==> src/rtl/mem_stage_lsu.sv <==
// Memory-stage load/store unit: drives the data-memory handshake, aligns store lanes,
// extracts load data and registers the MEM/WB fields consumed by writeback.
module mem_stage_lsu (
    input  logic        clk,
    input  logic        rst_n,
    input  logic        exValid,
    input  logic [31:0] ALUResult,
    input  logic [31:0] storeData,
    input  logic        MemRead,
    input  logic        MemWrite,
    input  logic        MemToReg,
    input  logic        RegWrite,
    input  logic [4:0]  writeReg,
    input  logic [1:0]  size,
    input  logic        unsignedLoad,
    output logic        memReq,
    output logic        memWe,
    output logic [31:0] memAddr,
    output logic [31:0] memWData,
    output logic [3:0]  memByteEn,
    input  logic        memAck,
    input  logic [31:0] memRData,
    output logic        stallMem,
    output logic        misalignErr,
    output logic        wbValid,
    output logic [31:0] wbDataMemOut,
    output logic [31:0] wbALUResult,
    output logic        wbMemToReg,
    output logic        wbRegWrite,
    output logic [4:0]  wbWriteReg
);

    typedef enum logic [0:0] {
        IDLE   = 1'b0,
        ACCESS = 1'b1
    } lsuState_t;

    localparam logic [1:0] SZ_BYTE = 2'b00;
    localparam logic [1:0] SZ_HALF = 2'b01;

    function automatic logic isMisaligned(input logic [1:0] sz, input logic [1:0] a);
        logic bad;
        case (sz)
            SZ_BYTE: bad = 1'b0;
            SZ_HALF: bad = a[0];
            default: bad = (a != 2'b00);
        endcase
        return bad;
    endfunction

    function automatic logic [3:0] laneEnable(input logic [1:0] sz, input logic [1:0] a);
        logic [3:0] be;
        case (sz)
            SZ_BYTE: be = 4'b0001 << a;
            SZ_HALF: be = a[1] ? 4'b1100 : 4'b0011;
            default: be = 4'b1111;
        endcase
        return be;
    endfunction

    function automatic logic [31:0] laneData(input logic [1:0] sz, input logic [31:0] d);
        logic [31:0] w;
        case (sz)
            SZ_BYTE: w = {4{d[7:0]}};
            SZ_HALF: w = {2{d[15:0]}};
            default: w = d;
        endcase
        return w;
    endfunction

    function automatic logic [31:0] loadExtract(input logic [1:0] sz, input logic [1:0] a,
                                                input logic uns, input logic [31:0] rd);
        logic [7:0]  b;
        logic [15:0] h;
        logic [31:0] r;
        b = rd[{a, 3'b000} +: 8];
        h = rd[{a[1], 4'b0000} +: 16];
        case (sz)
            SZ_BYTE: r = uns ? {24'h000000, b} : {{24{b[7]}}, b};
            SZ_HALF: r = uns ? {16'h0000, h} : {{16{h[15]}}, h};
            default: r = rd;
        endcase
        return r;
    endfunction

    lsuState_t   state_r;
    lsuState_t   nextState_s;
    logic [1:0]  addrLow_r;
    logic [1:0]  size_r;
    logic        uns_r;
    logic [31:0] aluRes_r;
    logic        memToReg_r;
    logic        regWrite_r;
    logic [4:0]  writeReg_r;
    logic        latchEn_s;

    logic        memReqNxt_s;
    logic        memWeNxt_s;
    logic [31:0] memAddrNxt_s;
    logic [31:0] memWDataNxt_s;
    logic [3:0]  memByteEnNxt_s;
    logic        misalignNxt_s;
    logic        wbValidNxt_s;
    logic [31:0] wbDataNxt_s;
    logic [31:0] wbAluNxt_s;
    logic        wbMemToRegNxt_s;
    logic        wbRegWriteNxt_s;
    logic [4:0]  wbWriteRegNxt_s;
    logic        isMemOp_s;

    assign isMemOp_s = MemRead | MemWrite;

    // Next-state, stall and next values for every registered output.
    always_comb begin
        nextState_s     = state_r;
        stallMem        = 1'b0;
        latchEn_s       = 1'b0;
        memReqNxt_s     = memReq;
        memWeNxt_s      = memWe;
        memAddrNxt_s    = memAddr;
        memWDataNxt_s   = memWData;
        memByteEnNxt_s  = memByteEn;
        misalignNxt_s   = 1'b0;
        wbValidNxt_s    = 1'b0;
        wbRegWriteNxt_s = 1'b0;
        wbDataNxt_s     = wbDataMemOut;
        wbAluNxt_s      = wbALUResult;
        wbMemToRegNxt_s = wbMemToReg;
        wbWriteRegNxt_s = wbWriteReg;
        case (state_r)
            IDLE: begin
                if (exValid && isMemOp_s) begin
                    if (isMisaligned(size, ALUResult[1:0])) begin
                        misalignNxt_s   = 1'b1;
                        wbValidNxt_s    = 1'b1;
                        wbDataNxt_s     = 32'h0000_0000;
                        wbAluNxt_s      = ALUResult;
                        wbMemToRegNxt_s = MemToReg;
                        wbWriteRegNxt_s = writeReg;
                    end else begin
                        // rst_n gate keeps the stall quiet while reset is held
                        stallMem       = rst_n;
                        nextState_s    = ACCESS;
                        latchEn_s      = 1'b1;
                        memReqNxt_s    = 1'b1;
                        memWeNxt_s     = MemWrite;
                        memAddrNxt_s   = {ALUResult[31:2], 2'b00};
                        memWDataNxt_s  = MemWrite ? laneData(size, storeData) : 32'h0000_0000;
                        memByteEnNxt_s = laneEnable(size, ALUResult[1:0]);
                    end
                end else if (exValid) begin
                    wbValidNxt_s    = 1'b1;
                    wbRegWriteNxt_s = RegWrite;
                    wbDataNxt_s     = 32'h0000_0000;
                    wbAluNxt_s      = ALUResult;
                    wbMemToRegNxt_s = MemToReg;
                    wbWriteRegNxt_s = writeReg;
                end else begin
                    wbValidNxt_s = 1'b0;
                end
            end
            ACCESS: begin
                if (memAck) begin
                    nextState_s     = IDLE;
                    memReqNxt_s     = 1'b0;
                    memWeNxt_s      = 1'b0;
                    wbValidNxt_s    = 1'b1;
                    wbRegWriteNxt_s = regWrite_r;
                    wbDataNxt_s     = memWe ? 32'h0000_0000
                                            : loadExtract(size_r, addrLow_r, uns_r, memRData);
                    wbAluNxt_s      = aluRes_r;
                    wbMemToRegNxt_s = memToReg_r;
                    wbWriteRegNxt_s = writeReg_r;
                end else begin
                    stallMem = 1'b1;
                end
            end
            default: begin
                nextState_s = IDLE;
            end
        endcase
    end

    // State register.
    always_ff @(posedge clk or negedge rst_n) begin
        if (!rst_n) begin
            state_r <= IDLE;
        end else begin
            state_r <= nextState_s;
        end
    end

    // Access context captured at issue for use when the ack arrives.
    always_ff @(posedge clk or negedge rst_n) begin
        if (!rst_n) begin
            addrLow_r  <= 2'b00;
            size_r     <= 2'b00;
            uns_r      <= 1'b0;
            aluRes_r   <= 32'h0000_0000;
            memToReg_r <= 1'b0;
            regWrite_r <= 1'b0;
            writeReg_r <= 5'd0;
        end else if (latchEn_s) begin
            addrLow_r  <= ALUResult[1:0];
            size_r     <= size;
            uns_r      <= unsignedLoad;
            aluRes_r   <= ALUResult;
            memToReg_r <= MemToReg;
            regWrite_r <= RegWrite;
            writeReg_r <= writeReg;
        end
    end

    // Memory request and MEM/WB output registers.
    always_ff @(posedge clk or negedge rst_n) begin
        if (!rst_n) begin
            memReq       <= 1'b0;
            memWe        <= 1'b0;
            memAddr      <= 32'h0000_0000;
            memWData     <= 32'h0000_0000;
            memByteEn    <= 4'b0000;
            misalignErr  <= 1'b0;
            wbValid      <= 1'b0;
            wbDataMemOut <= 32'h0000_0000;
            wbALUResult  <= 32'h0000_0000;
            wbMemToReg   <= 1'b0;
            wbRegWrite   <= 1'b0;
            wbWriteReg   <= 5'd0;
        end else begin
            memReq       <= memReqNxt_s;
            memWe        <= memWeNxt_s;
            memAddr      <= memAddrNxt_s;
            memWData     <= memWDataNxt_s;
            memByteEn    <= memByteEnNxt_s;
            misalignErr  <= misalignNxt_s;
            wbValid      <= wbValidNxt_s;
            wbDataMemOut <= wbDataNxt_s;
            wbALUResult  <= wbAluNxt_s;
            wbMemToReg   <= wbMemToRegNxt_s;
            wbRegWrite   <= wbRegWriteNxt_s;
            wbWriteReg   <= wbWriteRegNxt_s;
        end
    end

endmodule

==> config.mk <==
export PLATFORM = sky130hd
export DESIGN_NAME = mem_stage_lsu
export DESIGN_NICKNAME = d
export VERILOG_FILES = /design/src/rtl/mem_stage_lsu.sv
export SDC_FILE = /design/constraint.sdc
export NUM_CORES = 1
export LEC_CHECK = 0
export CORE_AREA = 2 2 169 171
export DETAILED_ROUTE_END_ITERATION = 8
export DIE_AREA = 0 0 171 173
export PLACE_DENSITY = 0.58
export SKIP_LAST_GASP = 1
export SLEW_MARGIN = 20
export SYNTH_ARGS = -nofsm -noshare
export SYNTH_HDL_FRONTEND = slang
export SYNTH_SLANG_ARGS = --single-unit
==> constraint.sdc <==
create_clock -name clk -period 1.9 [get_ports clk]
set_input_delay 0.38 -clock clk [delete_from_list [all_inputs] [get_ports clk]]
set_output_delay 0.38 -clock clk [all_outputs]
set_load 0.005 [all_outputs]
## After elaboration in Yosys (flattened, before gate mapping)

Index checks and enable logic that the tools add are counted.
W data, S select, Z words.

- Bits in registers: 186
- Input bits: 112
- Output and inout port bits: 144
- Word-level logic and storage cells: 97

- Eq/ne operators: 7
- Shifts and indexed selects: 3
- Muxes and demuxes: 57
- Bitwise operators: 3
- Reductions and logical operators: 7

Operators with widths:

| cell | count |
|---|---|
| $mux W32 | 12 |
| $pmux W32 S2 | 4 |
| $shiftx A32 B6 Y16 | 1 |
| $shiftx A32 B6 Y8 | 1 |
| $mux W1 | 26 |
| $mux W5 | 4 |
| $pmux W1 S2 | 8 |
| $pmux W5 S2 | 1 |
| $reduce_and A3 Y1 | 3 |
| $pmux W4 S2 | 1 |
| $ne A2 B2 Y1 const B | 3 |
| $ne A3 B3 Y1 const B | 2 |
| $eq A2 B1 Y1 const B | 2 |
| $logic_not A2 Y1 | 2 |
| $mux W4 | 1 |
| $shl A1 B2 Y4 const A | 1 |
| $not A1 Y1 | 2 |
| $reduce_bool A2 Y1 | 1 |
| $logic_and A1 B1 Y1 | 1 |
| $or A1 B1 Y1 | 1 |

## Longest topological paths before layout

Gate-level depths: netlist of run 1.

- Depth after elaboration: 7
- Mapped depth: 8
- Depth with buffers taken out: 4

## Worst setup path before layout of run 1

OpenSTA, ideal clock, no wires.

- Kind: reg-to-output
- Start point: register state_r
- End point: output port stallMem
- Arrival time: 1.421 ns
- Required time: 1.520 ns
- Path slack: 0.099 ns
- Cell stages (with the launch flop): 7
- Path buffers: 2
- Path through: dfrtp_1 -> buf_4 -> nand2b_4 -> nor4_4 -> buf_2 -> nand2_1 -> o21ai_1

- Word-level cells in the longest chain between the ends: 2

RTL lines:

| what | line | text |
|---|---|---|
| start: declaration | 86 | `lsuState_t state_r;` |
| start signal: assignment | 189 | `state_r <= nextState_s;` |
| $not A1 Y1 (no line) | - |  |
| $pmux W1 S2 * | 130 | `case (state_r)` |
| end: declaration | 23 | `output logic stallMem,` |

Mark *: on every way between the ends. The rest lies on a longest branch, timed or not.

## Final worst setup path of run 1

- Start point: input port exValid
- End point: output port stallMem

- Word-level cells in the longest chain between the ends: 3

RTL lines:

| what | line | text |
|---|---|---|
| start: declaration | 6 | `input logic exValid,` |
| $logic_and A1 B1 Y1 | 132 | `if (exValid && isMemOp_s) begin` |
| $mux W1 | 132 |  |
| $pmux W1 S2 | 130 |  |

No other way between the ends.

==> metrics.txt, run 1 <==
clk_lat worst skew 0.43 ns; Slew @ Worst Pin 0.878 ns; grt total ovfl 0; CTS sink count 184; Starting Density 29.8%; first-pass GRT wire length around 39000 um; number of buffers created by CTS 17; worst hold margin -0.0206 ns; Final Hold Viols 13; HPWL Detailed 17600 um; final std cells w/o fill 1506; CP max stage delay 0.53 ns; final wirelength approximately 25000 um; area leader, netlist dfrtp_1; Setup crit end kind output pin; worst slack, placed -0.731 ns; share of the synthesized area in the top cell type a little under three fifths; clk buf depth 2; Total Routing Usage GR between 15 and 20%; CP cell instances clkdlybuf4s50_1, nand2b_4, nor4_4, nand2_1, o21ai_4, buf_2; core region area 27600 um2; Max Freq ~0.51 GHz; maximum VDD drop around 0.48 mV; Fillers 2785; Storage cell area 4610 um2; crit-path max FO 2; setup_tns -0.0665 ns; drt wl/cell roughly 16 um; Worst Path Required 1.52 ns; Async SR Flop Fraction between 90% and 100%; worst reg-to-reg path cell count 5; Crit Path Class in2out; port bufs 253; status finished, violations left; Syn Area/Cell 9.61 um2; # IOs ~260; min Tclk post-route about 2.0 ns; crit path DAT 1.58 ns; Syn Std Cell Area 8230 um2; largest cells by area after synthesis dfrtp_1 (56%), nand2_1 (14%), mux2i_1 (7.4%); Tcrit/Tclk final 103%; Synth cell types 46; reg2reg start state_r; startpoint type of the worst setup path primary input; Max Cap Violations 0; Pleak 5.55 nW; flip-flop and latch count after synthesis 184; cell row count 61; root buf cell clkbuf_16; routability cong. 0.797; first-pass iteration count of the detailed router 4; Worst Hold Class in2async; drt initial violations around 400; largest net degree at the start of global routing 72; layout cell share with drive strength beyond 1 9.50%; R2R setup slack 0.01 ns; Post-CTS Hold Fix Bufs 0; vias post-DR 6840; Main synth FF type dfrtp_1; failing checks negative hold slack, negative setup slack; final setup fails 2; H-tree levels 4; YS warnings 0; die height 173 um; total power 0.0127 W; Synth Instances 856; CP startpoint exValid; CTS clock-pin slew for the worst setup and hold paths approximately 0.070 ns; die area 29600 um2; Post-DRT Antenna Nets 0; Post-synth EDFFs 0; vias in the first global route between 6000 and 7000; Critical Path Slowest Stage Cell clkdlybuf4s50_1; DRC 0; die width approximately 170 um; Final Skew 0.0147 ns; Cells after DPL between 1000 and 1500; # nets final 1225; initial antenna violation count 2; multi-input logic area 3260 um2; Slew Viols, Final 0; reg2reg end memAddr[29]; Rel. slew slack 41.5%; Via-to-Cell Ratio 4.54; area added between synthesis and finish 45.4%; PD cells 1060 nW/um2; sequential fraction of the synthesis area 56.0%; CTS tree done; min setup slack post-route -0.0620 ns; RSZ-0062 raised after global routing true
## critical path: cells and delay by family
kind | cells | cell delay, ns
AO/OA/AOI/OAI | 1 | 0.10
buffers and inverters | 2 | 0.68
AND/OR/NAND/NOR | 3 | 0.43
## state kept, by name, summed over array words and instances (netlist names), 2 cells and up
signal / flops
memWData: 32
wbALUResult: 32
wbDataMemOut: 32
aluRes_r: 31
memAddr: 30
wbWriteReg: 5
writeReg_r: 5
memByteEn: 4
size_r: 2
## metrics by stage
step,area [um2],utilization (%)
2_1_floorplan,8230,-
3_3_place_gp,11300,41.1
3_5_place_dp,11300,41.1
4_1_cts,12000,43.3
5_1_grt,12000,43.3
6_report,12000,43.3
## worst max-delay path by stage
stage	cells past startpoint	to	slack (ns)
after floorplan	6	stallMem	0.1
after global placement	6	stallMem	-0.76
after detailed placement	6	stallMem	-0.73
after CTS	5	stallMem	-0.08
after global routing	6	stallMem	-0.13
final	6	stallMem	-0.06
## cells in the mapped netlist (2+ instances only)
master,instances
nand3_1,33
buf_2,14
o21ai_1,60
nor3_1,9
inv_2,2
clkbuf_1,27
a211oi_1,7
inv_1,9
mux2i_1,61
buf_6,12
a21oi_1,10
dfrtp_1,184
o21ai_0,22
nand2_1,317
a221o_1,16
buf_4,3
o211ai_1,2
nor2_1,17
buf_1,4
mux2_2,17
nor2b_1,3
a21o_1,2
o21a_1,2
## what timing repair did
item	CTS	global route
setup endpoints to repair	145	90
pin swaps	2	1
buffers inserted	0	0
gates cloned	0	0
resized for setup	12	0
## per-layer routing
metal,global-route usage (%),wire length (um)
met1,22.4,11300
met4,4.63,449
met2,26.3,11200
met5,0,0
met3,4.85,1720
## area by class of cell
cell class / count / area share [%]
clock inverters: 14 / 1.50
inverters: 11 / 0.345
diodes: 2 / 0.0418
clock buffers: 18 / 3.59
multi-input cells: 602 / 27.3
flip-flops and latches: 184 / 38.5
repair buffers: 297 / 24.8
well taps: 378 / 3.95
## cell families (layout without fill, tap and decap cells)
family          after synthesis  in the layout  synth area share (%)
flops                       184            184                  56.0
other cells                   1              4                0.0456
compound gates              127            127                  9.58
xor+xnor                      1              1                 0.106
mux                          79             79                  9.93
buf+inv                      71            340                  4.69
simple gates                393            393                  19.7
## where the power goes
part           internal, W  switching [W]
Clock              0.00200        0.00166
Sequential         0.00480       0.000542
Combinational      0.00211        0.00158
Total              0.00892        0.00378
## layout by cell type, fill, tap and decap left out, types with 3 or more instances in the layout
| master | n |
|---|---|
| inv_6 | 6 |
| o21ai_0 | 22 |
| nor3_1 | 9 |
| buf_12 | 9 |
| clkdlybuf4s50_1 | 246 |
| nor2_1 | 16 |
| inv_1 | 9 |
| o21ai_1 | 59 |
| a211oi_1 | 7 |
| buf_4 | 35 |
| mux2_2 | 17 |
| clkbuf_16 | 17 |
| mux2i_1 | 61 |
| nor2b_1 | 3 |
| a221o_1 | 16 |
| dlygate4sd2_1 | 5 |
| a21oi_1 | 10 |
| dfrtp_1 | 183 |
| nand2_1 | 317 |
| nand3_1 | 33 |
(Power assumes the default switching activity.)
==> run 2, diff against run 1 <==
CAP_MARGIN = 10   (was not set)
REMOVE_ABC_BUFFERS = 1   (was not set)
==> run 2 against run 1 <==
The run ends with negative setup slack left; register-to-register slack hardly changed; critical path depth is 1 lower; power is 0.67% higher; non-clock buffer count is 13 higher; routed wire length is 6.7% higher; clock skew is 0.00099 ns lower; fmax is 6.6% lower; final cell count is 0.73% higher; combinational power is 4% higher; first-iteration DRC count is 1.0% lower.
==> metrics.txt, run 2 (same netlist as run 1, synthesis figures left out) <==
# IOs 256 (unchanged); Slew @ Worst Pin 0.889 ns (+0.0113 ns); area added between synthesis and finish 48.6%; Setup crit end kind output pin; number of buffers created by CTS 17 (unchanged); CP cell instances nand2b_4, nor4_4, nand2_1, o21ai_2, buf_2; met2 WL 11900 um (+5.7%); min Tclk post-route 2.10 ns (+0.139 ns); final wirelength 26400 um (+6.7%); Storage cell area 4610 um2 (about the same); worst slack, placed -0.699 ns (+0.0322 ns); maximum VDD drop 0.622 mV (+29%); Top Registers memWData x32, wbALUResult x32, wbDataMemOut x32; post-route core utilization 44.2% (+0.94 points); Fillers 2704 (-2.9%); Pleak 5.68 nW (+2.2%); clk_lat worst skew 0.43 ns (about the same); initial antenna violation count 0 (-2); Max Cap Violations 0 (unchanged); crit path DAT 1.72 ns (+0.14 ns); port bufs 253 (unchanged); grt total ovfl 0 (unchanged); startpoint type of the worst setup path flip-flop; drt wl/cell 17.4 um (+5.9%); Final Hold Viols 0 (-13); H-tree levels 4 (unchanged); Max Freq 0.476 GHz (-6.6%); crit-path max FO 2 (unchanged); ANT cells 0 (-2); HPWL Detailed 16900 um (-3.9%); DRC 0 (unchanged); Post-DRT Antenna Nets 0 (unchanged); final setup fails 1 (-1); die width 171 um (unchanged); CTS tree done; cell row count 61 (unchanged); Post-CTS Hold Fix Bufs 0 (unchanged); drt initial violations 394 (-1.0%); first-pass GRT wire length 39100 um (+0.74%); die area 29600 um2 (unchanged); M1 WL 12200 um (+8.5%); RSZ-0062 raised after global routing true; layout cell share with drive strength beyond 1 10.8% (+1.3 points); final std cells w/o fill 1517 (+0.73%); root buf cell clkbuf_16; CTS sink count 184 (unchanged); PD cells 1050 nW/um2 (-1.5%); Rel. slew slack 40.7% (-0.75 points); failing checks negative setup slack; Crit Path Class reg2out; metal3 WL 1970 um (+15%); Tcrit/Tclk final 111% (+7.3 points); core region area 27600 um2 (unchanged); Worst Hold Class in2async; status finished, violations left; CTS clock-pin slew for the worst setup and hold paths 0.08 ns (about the same); Slew Viols, Final 0 (unchanged); Cells after DPL 1472 (unchanged); routability cong. 0.740 (-7.2%); Starting Density 29.8% (unchanged); total power 0.0128 W (+0.67%); most frequent cells in the layout nand2_1 (315), clkdlybuf4s50_1 (250), dfrtp_1 (183), mux2i_1 (61), o21ai_1 (59); commonest non-fill, non-tap cell in the layout nand2_1; Highest Signal Layer met4; first-pass iteration count of the detailed router 5 (+1); vias post-DR 6975 (+2.0%); largest net degree at the start of global routing 119 (+65%); # nets final 1239 (+1.1%); Worst Path Required 1.52 ns (about the same); Total Routing Usage GR 16.8% (+0.054 points); min setup slack post-route -0.201 ns (-0.139 ns); vias in the first global route 7041 (+2.4%); Final Skew 0.0137 ns (-0.000993 ns); CP max stage delay 0.48 ns (-0.05 ns); Critical Path Slowest Stage Cell dfrtp_4; die height 173 um (unchanged); clk buf depth 2 (unchanged); Via-to-Cell Ratio 4.60 (+1.2%); worst reg-to-reg path cell count 7 (+2); multi-input logic area 3270 um2 (+0.38%)
## run 2: through the flow
stage	setup TNS [ns]	hold slack, ns	instance area (um2)
floorplan	-329.12	0.0844	7890
global placement	-94.78	0.450	11400
detailed placement	-98.77	0.454	11400
CTS	-16.19	0.134	12000
global route	-1.67	0.140	12200
finish	-0.201	0.109	12200
## run 2: critical path: cells and delay by family, from the launching register on
family / cells / cell delay [ns]
DFF: 1 / 0.48
buffers and inverters: 1 / 0.15
and+or+nand+nor: 3 / 0.57
AOI/OAI and AO/OA: 1 / 0.10
## run 2: final cells by class
| cell class | instances | area share (%) |
|---|---|---|
| sequential | 184 | 37.7 |
| multi-input combinational | 603 | 26.8 |
| timing repair buffer | 310 | 26.5 |
| tap | 378 | 3.87 |
| clock buffer | 19 | 3.71 |
| clock inverter | 12 | 1.10 |
| inverter | 11 | 0.338 |
## run 2: layer usage
layer  vias to the layer above  track usage [%]
met5                         -                0
met4                         0             3.21
met3                        11             5.58
met2                       193             26.4
met1                      3381             22.6
li1                       3390                -
## run 2: power breakdown
group	leakage [nW]	internal, W	switching (W)
clock	0.287	0.00192	0.00169
sequential	2.34	0.00481	0.000526
combinational	3.05	0.00220	0.00163
## run 2: timing repair
item | CTS | global route
gates cloned | 0 | 11
pin swaps | 1 | 2
buffers inserted | 0 | 4
endpoints found under the setup margin | 136 | 153
gates resized for setup | 7 | 15
## run 2: path summary, 6_finish.rpt
kind	endpoint	from	slack [ns]
hold reg to reg	memWData[21]	memWData[21]	0.47
max in group asynchronous	state_r	rst_n	1.00
hold / removal	aluRes_r[10]	rst_n	0.11
min in group clk	memWData[21]	memWData[21]	0.47
setup reg to reg	aluRes_r[27]	state_r	0.01
setup / recovery	stallMem	state_r	-0.20
